--- src/rtl/dispatch_steer.sv ---
// ---------------------------------------------------------------------------
// dispatch_steer
//   Dispatch stage between decode and the issue queues. Accepts one decoded
//   instruction per cycle, allocates a destination tag from an internal
//   circular free list (refilled by the CDB), and steers the instruction
//   through a one-entry holding register to one of NUM_QUEUES issue queues.
//   Intake stalls after a branch until the CDB resolves it.
//
// Handshakes (strict valid/ready on both sides):
//   A transfer happens in the cycle where valid and ready are both high at
//   the rising clock edge. A producer holding valid keeps its data stable
//   until the transfer; ready may depend combinationally on valid-side
//   inputs (in_has_rd) but valid never depends on ready.
//
// Ports:
//   clk, reset        clock, synchronous active-low reset
//   in_valid/in_ready decode-side handshake
//   in_qsel           one-hot target queue
//   in_has_rd         instruction needs a destination tag
//   in_is_branch      instruction is a conditional branch
//   in_payload        opaque decoded bundle
//   out_valid         one-hot valid towards the issue queues
//   out_ready         per-queue ready
//   out_payload       held payload
//   out_tag           allocated tag, meaningful when out_tag_valid
//   cdb_valid/tag     completed tag returned to the free list
//   cdb_branch        CDB broadcast resolves the outstanding branch
//   free_count        number of free tags
//   branch_stall      FSM state debug view (1 = waiting on branch)
//   err_qsel          sticky: an accepted in_qsel was not one-hot
// ---------------------------------------------------------------------------
module dispatch_steer #(
  parameter int NUM_QUEUES = 4,
  parameter int TAG_W      = 6,
  parameter int NUM_TAGS   = 64,
  parameter int DATA_W     = 80
) (
  input  logic                  clk,
  input  logic                  reset,
  input  logic                  in_valid,
  output logic                  in_ready,
  input  logic [NUM_QUEUES-1:0] in_qsel,
  input  logic                  in_has_rd,
  input  logic                  in_is_branch,
  input  logic [DATA_W-1:0]     in_payload,
  output logic [NUM_QUEUES-1:0] out_valid,
  input  logic [NUM_QUEUES-1:0] out_ready,
  output logic [DATA_W-1:0]     out_payload,
  output logic [TAG_W-1:0]      out_tag,
  output logic                  out_tag_valid,
  input  logic                  cdb_valid,
  input  logic [TAG_W-1:0]      cdb_tag,
  input  logic                  cdb_branch,
  output logic [TAG_W:0]        free_count,
  output logic                  branch_stall,
  output logic                  err_qsel
);

  localparam int PTR_W = (NUM_TAGS > 1) ? $clog2(NUM_TAGS) : 1;
  localparam logic [PTR_W-1:0] PTR_LAST = PTR_W'(NUM_TAGS - 1);
  localparam logic [TAG_W:0]   FULL_CNT = (TAG_W + 1)'(NUM_TAGS);

  localparam logic [0:0] S_DISPATCH    = 1'b0;
  localparam logic [0:0] S_BRANCHSTALL = 1'b1;

  // FSM
  logic [0:0] state_q, state_d;

  // Holding register
  logic                  hold_valid_q, hold_valid_d;
  logic [NUM_QUEUES-1:0] hold_qsel_q, hold_qsel_d;
  logic [DATA_W-1:0]     hold_payload_q, hold_payload_d;
  logic [TAG_W-1:0]      hold_tag_q, hold_tag_d;
  logic                  hold_tag_valid_q, hold_tag_valid_d;

  // Free list
  logic [TAG_W-1:0] fl_q [NUM_TAGS];
  logic [TAG_W-1:0] fl_d [NUM_TAGS];
  logic [PTR_W-1:0] rd_ptr_q, rd_ptr_d;
  logic [PTR_W-1:0] wr_ptr_q, wr_ptr_d;
  logic [TAG_W:0]   free_count_q, free_count_d;

  logic err_qsel_q, err_qsel_d;

  logic fire, accept, pop, push, qsel_zero, qsel_onehot;

  function automatic logic [PTR_W-1:0] next_ptr(input logic [PTR_W-1:0] p);
    return (p == PTR_LAST) ? '0 : p + PTR_W'(1);
  endfunction

  always_comb begin
    qsel_zero   = (in_qsel == '0);
    qsel_onehot = !qsel_zero && ((in_qsel & (in_qsel - NUM_QUEUES'(1))) == '0);

    fire = hold_valid_q & (|(hold_qsel_q & out_ready));

    // Registered free_count only: a same-cycle CDB return cannot unblock
    // a has_rd instruction, which keeps in_ready off the CDB timing path.
    in_ready = (state_q == S_DISPATCH) & (~hold_valid_q | fire) &
               (~in_has_rd | (free_count_q != '0));
    accept = in_valid & in_ready;

    // An all-zero qsel is swallowed without consuming a tag.
    pop  = accept & in_has_rd & ~qsel_zero;
    push = cdb_valid & (free_count_q != FULL_CNT);
  end

  // Holding register and error flag
  always_comb begin
    hold_valid_d     = hold_valid_q;
    hold_qsel_d      = hold_qsel_q;
    hold_payload_d   = hold_payload_q;
    hold_tag_d       = hold_tag_q;
    hold_tag_valid_d = hold_tag_valid_q;
    err_qsel_d       = err_qsel_q;

    if (fire) hold_valid_d = 1'b0;

    if (accept) begin
      if (!qsel_onehot) err_qsel_d = 1'b1;
      if (!qsel_zero) begin
        hold_valid_d     = 1'b1;
        hold_qsel_d      = in_qsel;
        hold_payload_d   = in_payload;
        hold_tag_d       = fl_q[rd_ptr_q];
        hold_tag_valid_d = in_has_rd;
      end
    end
  end

  // Free list
  always_comb begin
    fl_d         = fl_q;
    rd_ptr_d     = rd_ptr_q;
    wr_ptr_d     = wr_ptr_q;
    free_count_d = free_count_q;

    if (push) begin
      fl_d[wr_ptr_q] = cdb_tag;
      wr_ptr_d       = next_ptr(wr_ptr_q);
    end
    if (pop) rd_ptr_d = next_ptr(rd_ptr_q);

    case ({push, pop})
      2'b10:   free_count_d = free_count_q + (TAG_W + 1)'(1);
      2'b01:   free_count_d = free_count_q - (TAG_W + 1)'(1);
      default: free_count_d = free_count_q;
    endcase
  end

  // FSM
  always_comb begin
    state_d = state_q;
    case (state_q)
      S_DISPATCH:    if (accept && in_is_branch) state_d = S_BRANCHSTALL;
      S_BRANCHSTALL: if (cdb_valid && cdb_branch) state_d = S_DISPATCH;
      default:       state_d = S_DISPATCH;
    endcase
  end

  always_ff @(posedge clk) begin
    if (!reset) begin
      state_q          <= S_DISPATCH;
      hold_valid_q     <= 1'b0;
      hold_qsel_q      <= '0;
      hold_payload_q   <= '0;
      hold_tag_q       <= '0;
      hold_tag_valid_q <= 1'b0;
      err_qsel_q       <= 1'b0;
      rd_ptr_q         <= '0;
      wr_ptr_q         <= '0;
      free_count_q     <= FULL_CNT;
      for (int i = 0; i < NUM_TAGS; i++) fl_q[i] <= TAG_W'(i);
    end else begin
      state_q          <= state_d;
      hold_valid_q     <= hold_valid_d;
      hold_qsel_q      <= hold_qsel_d;
      hold_payload_q   <= hold_payload_d;
      hold_tag_q       <= hold_tag_d;
      hold_tag_valid_q <= hold_tag_valid_d;
      err_qsel_q       <= err_qsel_d;
      rd_ptr_q         <= rd_ptr_d;
      wr_ptr_q         <= wr_ptr_d;
      free_count_q     <= free_count_d;
      fl_q             <= fl_d;
    end
  end

  assign out_valid     = hold_valid_q ? hold_qsel_q : '0;
  assign out_payload   = hold_payload_q;
  assign out_tag       = hold_tag_q;
  assign out_tag_valid = hold_tag_valid_q;
  assign free_count    = free_count_q;
  assign branch_stall  = (state_q == S_BRANCHSTALL);
  assign err_qsel      = err_qsel_q;

endmodule
--- config.mk ---
export PLATFORM = sky130hd
export DESIGN_NAME = dispatch_steer
export DESIGN_NICKNAME = d
export VERILOG_FILES = /design/src/rtl/dispatch_steer.sv
export SDC_FILE = /design/constraint.sdc
export NUM_CORES = 1
export LEC_CHECK = 0
export ABC_AREA = 1
export CAP_MARGIN = 20
export CORE_MARGIN = 4
export CORE_UTILIZATION = 49
export CTS_CLUSTER_DIAMETER = 120
export CTS_CLUSTER_SIZE = 25
export DETAILED_ROUTE_END_ITERATION = 10
export DONT_BUFFER_PORTS = 1
export PLACE_DENSITY = 0.64
export SYNTH_ARGS = -nofsm -noshare
export SYNTH_HDL_FRONTEND = slang
export SYNTH_SLANG_ARGS = --single-unit
--- constraint.sdc ---
create_clock -name clk -period 5.2 [get_ports clk]
set_input_delay 0.78 -clock clk [delete_from_list [all_inputs] [get_ports clk]]
set_output_delay 0.78 -clock clk [all_outputs]
set_load 0.03 [all_outputs]
==> impl_metrics.json, run 1 <==
{
  "start_util_pct": 49.8,
  "cpMostUsedCell": "nand2_1",
  "fp.dieW_microns": 223,
  "pre_cts_ws_ns": 1.80,
  "critPathMaxFanout": 8,
  "initialDrtViolationCount": 1758,
  "outcome": "completed",
  "diodes": 0,
  "grt_pass1_vias": 19400,
  "worst_pin_slew_ns": 1.38,
  "pwr-share-comb_pct": 17.4,
  "track_usage_pct": 25.4,
  "clkSlewWorstSetupHoldPaths_ns": 0.10,
  "core_sq_mm": 0.0455,
  "fin_worst_skew_ns": 0.0263,
  "critical_path.cell_chain": "nor2_1, nand4_1, nand2_1, nor2_1, nand2_2, nor2_2, ha_1, xor2_1, ha_1, a21oi_1, inv_1, nand3_1, nand3_1, nand2_1, nand2_1, nand2_1, nand3_1",
  "cts_tree": "built",
  "clk-insertion-delay-late_ns": 0.59,
  "final_nets": 3290,
  "dieArea_sq_mm": 0.0497,
  "rsz0062_at_grt": "no",
  "via_per_inst": 5.50,
  "h-tree-depth": 1,
  "fin_util_pct": 51.1,
  "max-cap-violations": 0,
  "ant_nets": 0,
  "die_h_microns": 223,
  "cts_setup_buffers": 0,
  "hp-class": "primary input to flop",
  "cpPeakStageDelay_ns": 0.69,
  "seq_power_share_pct": 56.2,
  "drc": 0,
  "dpl_cell_area_sq_mm": 0.0226,
  "period_needed_ns": 3.34,
  "io_pins": 202,
  "instances_no_fill": 3786,
  "gp_congestion": 0.852,
  "cts.path.max_buffers": 3,
  "peakVddDrop_uv": 352,
  "max_freq_ghz": 0.300,
  "p_leak_nw": 11.0,
  "p_int_mw": 5.14,
  "antenna_found_initial": 0,
  "switching_share_pct": 33.4,
  "drt-pass1-iter-count": 8,
  "routedWlPerCell_microns": 17.3,
  "dp.cells": 3758,
  "yosysUniqueCellTypes": 30,
  "root_buffer": "clkbuf_16",
  "yosys_warnings": 0,
  "syn_avg_cell_area_sq_um": 6.70,
  "start_kind": "flop",
  "synthCells": 3380,
  "arrival_ns": 3.75,
  "row_count": 78,
  "timing.final.ws_setup_ns": 1.86,
  "ys_seq_elements": 497,
  "power_density_mw_per_mm2": 332,
  "io_buffers": 0,
  "grt_pass1_wl_microns": 105000,
  "drt_wl_total_microns": 65600,
  "grt-ovfl-total": 0,
  "syn_nets": 3486,
  "synth_seq_area_share_pct": 43.9,
  "required_ns": 5.61,
  "slowest_stage": "dfxtp_1",
  "netlist_area_sq_mm": 0.0226,
  "period_share_pct": 64.2,
  "relSlewSlack_pct": 8.12,
  "fin_setup_tns_ns": 0,
  "ctsHoldBuffers": 0,
  "numCtsBuffers": 23,
  "slew_violations": 0,
  "hold_slack_ns": 0.323,
  "fin_area_sq_mm": 0.0232,
  "areaGrowthSynthToFinish_pct": 2.69,
  "setup_viol": 0,
  "crit_type": "flop to flop",
  "p_total_mw": 7.72,
  "finalHoldViolCount": 0,
  "cts_resized": 0,
  "vias": 20800,
  "grt_start_max_net_pins": 356,
  "clkPwrFrac_pct": 26.4,
  "final_layout_size_suffix_gt1_share_pct": 2.76,
  "end_kind": "flop",
  "switchingPower_mw": 2.58,
  "dp_hpwl_microns": 40600,
  "cts.sinks": 497
}
## cell usage after synthesis
library cell	count	share of area, %
a211oi_1	1	0.033
a21boi_0	1	0.033
a21oi_1	257	5.7
buf_1	20	0.33
buf_2	64	1.4
buf_4	3	0.099
buf_6	2	0.099
clkbuf_1	164	2.7
clkinv_1	3	0.050
dfxtp_1	497	44
ha_1	5	0.28
inv_1	300	5.0
inv_2	4	0.066
nand2_1	1123	19
nand2_2	10	0.28
nand3_1	381	8.4
nand3b_1	1	0.033
nand4_1	4	0.11
nor2_1	216	3.6
nor2_2	4	0.11
nor2b_1	1	0.028
nor3_1	4	0.088
nor3_2	5	0.22
nor3_4	1	0.072
nor4_1	2	0.055
nor4_4	1	0.094
o211ai_1	145	4.8
o21ai_0	149	3.3
xnor2_1	4	0.15
xor2_1	8	0.31
## area by class of cell
| class | count | area (sq um) |
|---|---|---|
| Fill cell | 4712 | 22200 |
| Timing Repair Buffer | 32 | 273 |
| Inverter | 307 | 1160 |
| Clock inverter | 2 | 13.8 |
| Sequential cell | 497 | 9960 |
| Tap cell | 600 | 751 |
| Clock buffer | 25 | 583 |
| Multi-Input combinational cell | 2323 | 10500 |
## worst paths after layout
path | start | slack [ns] | depth (start not counted) | to
worst min-delay path | in_payload[18] | 0.32 | 2 | out_payload[18]
worst max register to register | free_count[5] | 1.86 | 17 | free_count[6]
worst min register to register | fl_q[352] | 0.46 | 2 | fl_q[352]
worst max-delay path | free_count[5] | 1.86 | 17 | free_count[6]
## worst max-delay path: cells and delay by family (launching register included)
family | cells | cell delay [ns]
simple gates | 12 | 1.45
xor+xnor | 1 | 0.13
buf+inv | 1 | 0.09
compound gates | 1 | 0.20
fa+ha+maj | 2 | 0.60
flops | 1 | 0.69
## power groups by stage
stage / Clock (mW) / Combinational [mW] / Sequential, mW
4_1_cts: 2.07 / 1.34 / 4.34
5_1_grt: 2.20 / 1.51 / 4.36
3_5_place_dp: 0 / 1.33 / 4.43
6_report: 2.04 / 1.35 / 4.34
3_3_place_gp: 0 / 1.31 / 4.42
2_1_floorplan: 0 / 1.06 / 4.34
## metal layers
metal / share of wire [%] / up-vias / track usage (%)
met1: 46 / 9759 / 35.3
met2: 46 / 581 / 42.1
met5: 0 / - / 0
met3: 5.8 / 98 / 3.12
li1: - / 10400 / -
met4: 2.5 / 0 / 6.48
## registers in the layout, summed over array words and instances, names as in the netlist
name and cells:
fl_q 384, out_payload 80, free_count 7, out_tag 6
rd_ptr_q 6, wr_ptr_q 6, hold_qsel_q 4, branch_stall 1
err_qsel 1, hold_valid_q 1, out_tag_valid 1
## logic make-up (layout without fill, tap and decap cells)
| group | Yosys count | after routing | synth area share (%) |
|---|---|---|---|
| adder cells (fa/ha/maj) | 5 | 5 | 0.276 |
| buffers and inverters | 560 | 366 | 9.75 |
| AND/OR/NAND/NOR | 1753 | 1753 | 31.7 |
| XOR/XNOR | 12 | 12 | 0.464 |
| AO/OA/AOI/OAI | 553 | 553 | 13.8 |
| flip-flops | 497 | 497 | 43.9 |
## placed cells by master, fill, tap and decap left out, types with 11 or more instances in the layout
| cell type | count |
|---|---|
| o21ai_0 | 149 |
| clkbuf_16 | 23 |
| nand2_1 | 1122 |
| a21oi_1 | 257 |
| nor2_1 | 216 |
| inv_1 | 300 |
| buf_4 | 30 |
| o211ai_1 | 145 |
| nand3_1 | 381 |
| dfxtp_1 | 495 |
| nand2_2 | 11 |
No activity file was read; power rests on OpenSTA's default activity.
==> run 2, diff against run 1 <==
clock period = 3.1 ns   (was 5.2 ns; I/O delays follow)
==> impl_metrics.json, run 2 (synthesized netlist as in run 1, its figures left out) <==
{
  "worst_pin_slew_ns": 1.19,
  "crit_type": "flop to flop",
  "dieArea_sq_mm": 0.0497,
  "largest_register_ffs": 384,
  "required_ns": 3.56,
  "largest-register": "fl_q",
  "dp.cells": 3786,
  "final_common_cell": "nand2_1",
  "fin_area_sq_mm": 0.0235,
  "cpPeakStageDelay_ns": 0.37,
  "dpl_cell_area_sq_mm": 0.0229,
  "cts_resized": 0,
  "numCtsBuffers": 23,
  "outcome": "completed",
  "die_h_microns": 223,
  "reg2reg_depth": 17,
  "max-cap-violations": 0,
  "peakVddDrop_uv": 445,
  "period_share_pct": 86.0,
  "cts_setup_buffers": 0,
  "p_total_mw": 13.0,
  "grt-ovfl-total": 0,
  "antenna_found_initial": 0,
  "clkPwrFrac_pct": 25.9,
  "root_buffer": "clkbuf_16",
  "start_kind": "flop",
  "r2r_end": "free_count[4]",
  "drc": 0,
  "rsz0062_at_grt": "no",
  "reg2reg_from": "hold_qsel_q[3]",
  "hold_depth": 2,
  "switching_share_pct": 33.0,
  "max_freq_ghz": 0.375,
  "p_int_mw": 8.72,
  "worst-path-buf-inv": 2,
  "critical_path.cell_chain": "nand2_1, nand3_1, nor2_1, nor2_1, nand2_1, nor2_1, nand2_2, nor2_2, ha_1, xor2_1, ha_1, a21oi_1, inv_1, a21oi_1, xor2_1, o21ai_0, inv_1",
  "via_per_inst": 5.48,
  "fin_setup_tns_ns": 0,
  "core_sq_mm": 0.0455,
  "power_density_mw_per_mm2": 554,
  "gp_congestion": 0.880,
  "row_count": 78,
  "ctsHoldBuffers": 0,
  "grt_start_max_net_pins": 356,
  "relSlewSlack_pct": 21.0,
  "drt-pass1-iter-count": 5,
  "end_kind": "flop",
  "slowest_stage": "dfxtp_1",
  "cts_tree": "built",
  "io_buffers": 0,
  "drt_wl_total_microns": 66100,
  "io_pins": 202,
  "arrival_ns": 3.13,
  "cts.sinks": 497,
  "r2r_slack_ns": 0.43,
  "grt_pass1_vias": 19300,
  "pre_cts_ws_ns": 0.324,
  "switchingPower_mw": 4.30,
  "critPathMaxFanout": 5,
  "slew_violations": 0,
  "clkSlewWorstSetupHoldPaths_ns": 0.10,
  "ant_nets": 0,
  "start_util_pct": 49.8,
  "hp-class": "primary input to flop",
  "fin_worst_skew_ns": 0.0266,
  "diodes": 0,
  "fin_util_pct": 51.7,
  "grt_pass1_wl_microns": 105000,
  "fp.dieW_microns": 223,
  "period_needed_ns": 2.67,
  "instances_no_fill": 3812,
  "cts.path.max_buffers": 3,
  "fillCellCount": 4681,
  "final_nets": 3317,
  "setup_viol": 0,
  "cpMostUsedCell": "nor2_1",
  "p_leak_nw": 11.2,
  "routedWlPerCell_microns": 17.3,
  "whs_endpoint": "fl_q[255]",
  "vias": 20900,
  "areaGrowthSynthToFinish_pct": 3.90,
  "dp_hpwl_microns": 41500,
  "cp_top_family": "simple AND/OR/NAND/NOR gates",
  "initialDrtViolationCount": 1957,
  "timing.final.ws_setup_ns": 0.433,
  "track_usage_pct": 25.4,
  "pwr-share-comb_pct": 19.4,
  "hold_slack_ns": 0.0308,
  "final_layout_size_suffix_gt1_share_pct": 3.55,
  "h-tree-depth": 1,
  "hp-start": "cdb_tag[3]",
  "seq_power_share_pct": 54.6,
  "finalHoldViolCount": 0,
  "most-common-layout-cells": "nand2_1, dfxtp_1, nand3_1",
  "clk-insertion-delay-late_ns": 0.57
}
==> run 2: cell types whose count changed in the layout (fill, tap and decap cells not counted) <==
| cell | delta |
|---|---|
| buf_12 | +8 |
| buf_16 | -1 |
| buf_4 | +20 |
| clkinv_1 | +1 |
| inv_1 | -1 |
| inv_6 | -1 |
==> run 2: power by group through the flow <==
stage / Combinational (mW) / Sequential (mW) / Clock, mW
after floorplan: 1.77 / 7.28 / 0
after global placement: 2.48 / 7.25 / 0
after detailed placement: 2.50 / 7.26 / 0
after CTS: 2.51 / 7.12 / 3.46
after global routing: 2.81 / 7.15 / 3.69
final: 2.53 / 7.11 / 3.38
==> run 2: worst reg2reg max path: stages, from the launching register on <==
cell     delay (ns)
dfxtp_1        0.37
nand2_1        0.06
nand3_1        0.08
nor2_1         0.06
nor2_1         0.09
nand2_1        0.12
nor2_1         0.17
nand2_2        0.08
nor2_2         0.12
ha_1           0.35
xor2_1         0.14
ha_1           0.20
a21oi_1        0.18
inv_1          0.09
a21oi_1        0.17
xor2_1         0.09
o21ai_0        0.15
inv_1          0.05
==> run 2: how the worst max path moves through the flow <==
stage                               from             to  slack (ns)  cells past startpoint
after detailed placement    out_ready[3]  free_count[4]        0.32                     17
final                     hold_qsel_q[3]  free_count[4]        0.43                     17
after global placement      out_ready[3]  free_count[4]        0.34                     17
after CTS                 hold_qsel_q[3]  free_count[4]        0.42                     17
after floorplan            free_count[0]  free_count[4]        0.18                     16
after global routing      hold_qsel_q[3]  free_count[4]        0.06                     17
==> run 2: layer usage <==
metal  track usage (%)  vias to the layer above  routed length (microns)
met2              41.6                      595                    30300
met3              4.12                       97                     4410
met5                 0                        -                        0
met4              6.64                        0                     1710
met1              35.0                     9798                    29700
li1                  -                    10400                        -
==> run 2: area by class of cell <==
class | instances | area, sq um | area share, %
timing repair buffer | 59 | 556 | 2.36
clock inverter | 1 | 5.00 | 0.0213
multi-input combinational | 2323 | 10500 | 44.7
sequential | 497 | 9960 | 42.3
inverter | 307 | 1160 | 4.92
tap | 600 | 751 | 3.19
clock buffer | 25 | 583 | 2.48
